**config.mk**
```make
export PLATFORM = sky130hd
export DESIGN_NAME = ap_mult_seq_ctrl_flat
export DESIGN_NICKNAME = d
export VERILOG_FILES = /design/src/rtl/ap_mult_seq_ctrl_if.sv /design/src/rtl/ap_mult_seq_ctrl.sv /design/src/flat_wrapper.sv
export SDC_FILE = /design/constraint.sdc
export NUM_CORES = 1
export LEC_CHECK = 0
export ABC_AREA = 1
export BUFFER_PORTS_ARGS = -buffer_cell sky130_fd_sc_hd__buf_4
export CORE_MARGIN = 2
export CORE_UTILIZATION = 51
export DETAILED_ROUTE_END_ITERATION = 10
export PLACE_DENSITY = 0.71
export SLEW_MARGIN = 10
export SYNTH_ARGS = -nofsm -noshare
export SYNTH_HDL_FRONTEND = slang
export SYNTH_SLANG_ARGS = --single-unit
```
**constraint.sdc**
```tcl
create_clock -name clk -period 13.4 [get_ports clk]
set_input_delay 0.67 -clock clk [delete_from_list [all_inputs] [get_ports clk]]
set_output_delay 0.67 -clock clk [all_outputs]
set_load 0.02 [all_outputs]
```
**src/rtl/ap_mult_seq_ctrl_if.sv**
```systemverilog
// Operand/product handshake bundle for ap_mult_seq_ctrl.
// master = operand producer and product consumer, slave = the controller.
interface ap_mult_seq_ctrl_if #(
  parameter int W = 8
);
  logic           in_valid;
  logic           in_ready;
  logic [W-1:0]   a;
  logic [W-1:0]   b;
  logic           out_valid;
  logic           out_ready;
  logic [2*W-1:0] prod;
  logic           busy;

  modport master (
    output in_valid, a, b, out_ready,
    input  in_ready, out_valid, prod, busy
  );

  modport slave (
    input  in_valid, a, b, out_ready,
    output in_ready, out_valid, prod, busy
  );
endinterface

```
**src/rtl/ap_mult_seq_ctrl.sv**
```systemverilog
// Sequential WxW approximate multiplier: one 4x4 AND-array + ppcom core reused per nibble pair.
// Optional macro AP_SEQ_SKIP_ZERO_EN skips nibble pairs where either nibble is zero.
module ap_mult_seq_ctrl #(
  parameter int W = 8
) (
  input  logic                clk,
  input  logic                rst_n,
  ap_mult_seq_ctrl_if.slave   bus
);
  localparam int NI = W / 4;
  localparam int N  = NI * NI;
  localparam int KW = (N > 1) ? $clog2(N) : 1;
  localparam int PW = 2 * W;

  typedef enum logic [1:0] {IDLE, RUN, DONE} state_t;

  state_t          state_q, state_d;
  logic [W-1:0]    a_q, a_d, b_q, b_d;
  logic [PW-1:0]   acc_q, acc_d, prod_q, prod_d;
  logic [KW-1:0]   cnt_q, cnt_d;
  logic            in_ready_q, in_ready_d, out_valid_q, out_valid_d, busy_q, busy_d;

  logic [KW-1:0]   k_cur;
  logic [31:0]     pass_i, pass_j;
  logic [3:0]      a_nib, b_nib;
  logic [15:0]     pp;
  logic [7:0]      core_res;
  logic [PW-1:0]   add_val;
  logic            last_pass;

  // AND-array partial products: pp[4r+c] = a_nib[c] & b_nib[r]
  for (genvar gi = 0; gi < 16; gi++) begin : g_pp
    assign pp[gi] = a_nib[gi % 4] & b_nib[gi / 4];
  end

`ifdef AP_SEQ_SKIP_ZERO_EN
  logic [N-1:0]  mask_q, mask_d, mask_in;
  logic [KW-1:0] enc [N+1];

  for (genvar gi = 0; gi < N; gi++) begin : g_mask
    assign mask_in[gi] = (|bus.a[4*(gi%NI) +: 4]) & (|bus.b[4*(gi/NI) +: 4]);
  end

  // Lowest pending pass index, built as a priority chain from the top down
  assign enc[N] = '0;
  for (genvar gi = 0; gi < N; gi++) begin : g_enc
    assign enc[gi] = mask_q[gi] ? KW'(gi) : enc[gi+1];
  end
  assign k_cur     = enc[0];
  assign last_pass = ((mask_q & (mask_q - N'(1))) == '0);
`else
  assign k_cur     = cnt_q;
  assign last_pass = (cnt_q == KW'(N - 1));
`endif

  // ppcom: columns 0..2 are OR-compressed (no carries), columns 3..6 are summed exactly
  always_comb begin
    pass_i   = 32'(k_cur) % NI;
    pass_j   = 32'(k_cur) / NI;
    a_nib    = 4'(a_q >> (4 * pass_i));
    b_nib    = 4'(b_q >> (4 * pass_j));
    core_res = ((8'(pp[3]) + 8'(pp[6]) + 8'(pp[9]) + 8'(pp[12])) << 3)
             + ((8'(pp[7]) + 8'(pp[10]) + 8'(pp[13])) << 4)
             + ((8'(pp[11]) + 8'(pp[14])) << 5)
             + (8'(pp[15]) << 6);
    core_res = core_res | {5'b0, pp[2] | pp[5] | pp[8], pp[1] | pp[4], pp[0]};
    add_val  = PW'(core_res) << (4 * (pass_i + pass_j));
  end

  always_comb begin
    state_d = state_q;
    a_d     = a_q;
    b_d     = b_q;
    acc_d   = acc_q;
    cnt_d   = cnt_q;
    prod_d  = prod_q;
`ifdef AP_SEQ_SKIP_ZERO_EN
    mask_d  = mask_q;
`endif
    case (state_q)
      IDLE: begin
        if (bus.in_valid) begin
          a_d     = bus.a;
          b_d     = bus.b;
          acc_d   = '0;
          cnt_d   = '0;
          state_d = RUN;
`ifdef AP_SEQ_SKIP_ZERO_EN
          mask_d  = mask_in;
          if (mask_in == '0) begin
            state_d = DONE;
            prod_d  = '0;
          end
`endif
        end
      end
      RUN: begin
        acc_d = acc_q + add_val;
        cnt_d = cnt_q + KW'(1);
`ifdef AP_SEQ_SKIP_ZERO_EN
        mask_d = mask_q & (mask_q - N'(1));
`endif
        if (last_pass) begin
          state_d = DONE;
          prod_d  = acc_q + add_val;
        end
      end
      DONE: begin
        if (bus.out_ready) state_d = IDLE;
      end
      default: state_d = IDLE;
    endcase
    in_ready_d  = (state_d == IDLE);
    out_valid_d = (state_d == DONE);
    busy_d      = (state_d != IDLE);
  end

  always_ff @(posedge clk or negedge rst_n) begin
    if (!rst_n) begin
      state_q     <= IDLE;
      a_q         <= '0;
      b_q         <= '0;
      acc_q       <= '0;
      cnt_q       <= '0;
      prod_q      <= '0;
      in_ready_q  <= 1'b1;
      out_valid_q <= 1'b0;
      busy_q      <= 1'b0;
`ifdef AP_SEQ_SKIP_ZERO_EN
      mask_q      <= '0;
`endif
    end else begin
      state_q     <= state_d;
      a_q         <= a_d;
      b_q         <= b_d;
      acc_q       <= acc_d;
      cnt_q       <= cnt_d;
      prod_q      <= prod_d;
      in_ready_q  <= in_ready_d;
      out_valid_q <= out_valid_d;
      busy_q      <= busy_d;
`ifdef AP_SEQ_SKIP_ZERO_EN
      mask_q      <= mask_d;
`endif
    end
  end

  assign bus.in_ready  = in_ready_q;
  assign bus.out_valid = out_valid_q;
  assign bus.prod      = prod_q;
  assign bus.busy      = busy_q;
endmodule

```
**src/flat_wrapper.sv**
```systemverilog
// flat-port wrapper written by rule: the top's interface ports become plain ports
module ap_mult_seq_ctrl_flat 
#(
  parameter int W = 8
)
  (clk, rst_n, bus_in_valid, bus_a, bus_b, bus_out_ready, bus_in_ready, bus_out_valid, bus_prod, bus_busy);
  ap_mult_seq_ctrl_if #(.W(W)) bus_i ();
  input  logic clk;
  input  logic rst_n;
  input wire logic [$bits(bus_i.in_valid)-1:0] bus_in_valid;
  input wire logic [$bits(bus_i.a)-1:0] bus_a;
  input wire logic [$bits(bus_i.b)-1:0] bus_b;
  input wire logic [$bits(bus_i.out_ready)-1:0] bus_out_ready;
  output wire logic [$bits(bus_i.in_ready)-1:0] bus_in_ready;
  output wire logic [$bits(bus_i.out_valid)-1:0] bus_out_valid;
  output wire logic [$bits(bus_i.prod)-1:0] bus_prod;
  output wire logic [$bits(bus_i.busy)-1:0] bus_busy;
  assign bus_i.in_valid = bus_in_valid;
  assign bus_i.a = bus_a;
  assign bus_i.b = bus_b;
  assign bus_i.out_ready = bus_out_ready;
  assign bus_in_ready = bus_i.in_ready;
  assign bus_out_valid = bus_i.out_valid;
  assign bus_prod = bus_i.prod;
  assign bus_busy = bus_i.busy;
  ap_mult_seq_ctrl #(.W(W)) u_core (.clk(clk), .rst_n(rst_n), .bus(bus_i));
endmodule
```
==> run summary <==
=================================================================================
Total inserted antenna cells                                                    0
TritonCTS clock tree                                                        built
Fraction of layout instances using a drive strength above 1                0.1429
Max stage delay on crit path                                              0.47 ns
Number of sinks on the clock net                                               55
1st-iter DRT viols                                                            166
Result of the run                                                    finished, final reports clean
Final Max Tran Viols                                                            0
Most used cells in the layout excluding fill and tap cells           sky130_fd_sc_hd__nand2_1, sky130_fd_sc_hd__inv_1, sky130_fd_sc_hd__dfrtp_1, sky130_fd_sc_hd__buf_4, sky130_fd_sc_hd__nand3_1
Area of the mapped netlist                                               3608 um2
Cell chain of the critical path                                      mux2i_1, nor2_1, ha_1, inv_1, fa_1, inv_1, ha_1, inv_1, fa_1, inv_1, ha_1, fa_1, inv_1, nand2_1, o21ai_1, nor2_1, ha_1, nand2_1, inv_1, a21oi_1, nand2_1, or2_1, nand3_1, nand2_1
Remaining antenna violation count                                               0
Horizontal die dimension                                                 88.12 um
Final weighted congestion in routability-driven placement                  0.9487
Required time of the critical path                                       13.61 ns
DRT Wirelength                                                           7.652 mm
Post-CTS repair timing setup buffer count                                       0
Register clock-pin slew on the reported worst setup and hold paths        0.11 ns
Number of buffers between clock root and the deepest sink                       2
CTS root buffer                                                      sky130_fd_sc_hd__clkbuf_8
Number of rows created at floorplan                                            30
H-tree depth reported by CTS                                                    2
Cell variety after synth                                                       35
Average cell area after synthesis                                       7.613 um2
Kind of end point of the critical path                                  flip-flop
Number of port buffers                                                         38
Setup repair after global routing missed its margin                         false
Synthesized instance count                                                    474
Most common cell after layout, fill and taps aside                   sky130_fd_sc_hd__nand2_1
Worst-skew pair later-pin latency                                         0.32 ns
Vias in the first global route                                              2,853
Final min period                                                         4.645 ns
Sum of negative setup slack                                                  0 ns
IO Count                                                                       39
Category of the critical setup timing path                             reg -> reg
Slew HR                                                                    0.5379
Global-route usage over all layers                                         0.2161
Crit path arrival time                                                    4.86 ns
Count of warnings emitted by yosys                                              0
Vias per inst                                                               4.919
Cell total after placement                                                    599
Highest net fanout along the worst path                                         6
Leading cell types by total area after synthesis                     sky130_fd_sc_hd__dfrtp_1, sky130_fd_sc_hd__nand2_1, sky130_fd_sc_hd__ha_1, sky130_fd_sc_hd__inv_1, sky130_fd_sc_hd__nand3_1
Max Cap Violations                                                              0
Overall via count from detail_route                                         2,986
Total Die Area                                                           7764 um2
Detail Placement HPWL                                                    5.893 mm
Pin count of the biggest net entering global routing                           56
Die outline height                                                       88.12 um
Top cell by count, worst path                                        sky130_fd_sc_hd__inv_1
Nets                                                                          560
Cell with the largest stage delay on the worst path                  sky130_fd_sc_hd__dfrtp_1
Type of element launching the critical path                             flip-flop
Area of the placeable core                                               6832 um2
Remaining global-route overflow                                                 0
Final Instance Count excl. Fillers                                            607
Final Hold Viols                                                                0
DRT Pass-1 Iters                                                                4
Final worst path period share                                              0.3466
Starting Density                                                           0.5282
FILL cells                                                                    656
Sequential fraction of the synthesis area                                  0.3818
Average wire length per cell after detail routing                        12.61 um
#FFs+latches synth                                                             55
Remaining DRCs                                                                  0
First-pass GRT wire length                                               13.17 mm
Measured slew at the worst slew-check pin                               0.6932 ns
Top-area cell type share of the netlist area                               0.3745
Dominant cell type by area after synthesis                           sky130_fd_sc_hd__dfrtp_1
Synthesized Nets                                                              524
Setup-failing EPs final                                                         0
Post-CTS Hold Fix Bufs                                                          0
Worst hold path class                                                 in -> async
Antenna violations before repair                                                0
Layout overhead on the synthesized area                                    12.03%
Maximum operating frequency                                             215.3 MHz
Maximum clock skew at final layout                                     0.01117 ns
Number of buffers created by CTS                                                5
Cells resized by post-CTS repair                                                0
=================================================================================
## sequential cells by signal, summed over array words and instances (netlist names)
name	count
u_core.acc_q	16
u_core.bus.prod	16
u_core.a_q	8
u_core.b_q	8
u_core.cnt_q	2
u_core.state_q	2
u_core.bus.busy	1
u_core.bus.in_ready	1
u_core.bus.out_valid	1
## synth_stat cells
cell / n
sky130_fd_sc_hd__xnor2_1: 1
sky130_fd_sc_hd__buf_4: 2
sky130_fd_sc_hd__or2_2: 2
sky130_fd_sc_hd__buf_2: 3
sky130_fd_sc_hd__fa_1: 6
sky130_fd_sc_hd__or2_0: 1
sky130_fd_sc_hd__inv_1: 60
sky130_fd_sc_hd__and2_1: 3
sky130_fd_sc_hd__nand2_2: 2
sky130_fd_sc_hd__o21ai_2: 4
sky130_fd_sc_hd__nand3_1: 37
sky130_fd_sc_hd__mux2_2: 6
sky130_fd_sc_hd__buf_6: 2
sky130_fd_sc_hd__nand3b_1: 3
sky130_fd_sc_hd__o21ai_1: 7
sky130_fd_sc_hd__mux2i_1: 1
sky130_fd_sc_hd__inv_2: 8
sky130_fd_sc_hd__dfrtp_1: 54
sky130_fd_sc_hd__a21oi_1: 9
sky130_fd_sc_hd__nor2_1: 28
sky130_fd_sc_hd__nor3_1: 1
sky130_fd_sc_hd__nor2_4: 1
sky130_fd_sc_hd__o22ai_1: 5
sky130_fd_sc_hd__nand4_1: 5
sky130_fd_sc_hd__nor3_2: 1
sky130_fd_sc_hd__clkbuf_1: 2
sky130_fd_sc_hd__o21ai_0: 6
sky130_fd_sc_hd__o21bai_1: 1
sky130_fd_sc_hd__mux2_1: 10
sky130_fd_sc_hd__nor2_2: 3
sky130_fd_sc_hd__or2_1: 5
sky130_fd_sc_hd__ha_1: 24
sky130_fd_sc_hd__nand2_1: 169
sky130_fd_sc_hd__o211ai_1: 1
sky130_fd_sc_hd__dfstp_2: 1
## cells by family (layout without fill, tap and decap cells)
group / count (synthesis) / after routing / synth area share
AO/OA/AOI/OAI: 33 / 33 / 0.05305
multiplexers: 17 / 17 / 0.05270
flip-flops: 55 / 55 / 0.3818
AND/OR/NAND/NOR: 261 / 261 / 0.3062
adder cells (fa/ha/maj): 30 / 30 / 0.1165
XOR/XNOR: 1 / 1 / 0.002428
buffers and inverters: 77 / 114 / 0.08738
## per-stage QoR
step                      area (um2)  hold WS, ns  setup slack, ns    util
after floorplan                 3608       0.3744            9.206       -
after global placement          3954       0.4645            8.853  0.5788
after detailed placement        3954       0.4668            8.796  0.5788
after CTS                       4043       0.4188            8.771  0.5918
after global routing            4043       0.4522            8.435  0.5918
final                           4043       0.3761            8.755  0.5918
## path summary, 6_finish.rpt
check                           slack, ns                  end           startpoint  cells after the start
worst max-delay path                 8.76   u_core.bus.prod[7]      u_core.cnt_q[0]                     24
worst min-delay path                 0.38      u_core.acc_q[8]                rst_n                      1
worst max register to register       8.76   u_core.bus.prod[7]      u_core.cnt_q[0]                     24
worst min register to register       0.49  u_core.bus.prod[14]  u_core.bus.prod[14]                      2
max in group asynchronous           12.55      u_core.acc_q[7]                rst_n                      1
min in group clk                     0.49  u_core.bus.prod[14]  u_core.bus.prod[14]                      2
## cell type report
type	instances	area, um2	area share
multi-input cells	342	1916	0.4738
flip-flops and latches	55	1378	0.3408
repair buffers	38	285.3	0.07057
inverters	68	255.2	0.06314
well taps	96	120.1	0.02971
clock buffers	6	72.57	0.01795
clock inverters	2	16.27	0.004024
## routing by layer
| layer | vias up | GRT usage | routed length [um] |
|---|---|---|---|
| met2 | 50 | 0.3533 | 3496 |
| met5 | - | 0 | 0 |
| met3 | 8 | 0.03676 | 282 |
| met1 | 1369 | 0.3036 | 3801 |
| li1 | 1559 | - | - |
| met4 | 0 | 0.04683 | 72 |
## worst max-delay path, delay by kind of cell, from the launching register on
family	cells	cell delay, ns
compound gates	2	0.26
mux	1	0.36
fa+ha+maj	7	2.24
buf+inv	6	0.33
simple gates	8	0.89
flops	1	0.47
Power is left out: the tool's default activity adds up to more than one toggle a clock period on the data nets, which glitch-free logic cannot reach.
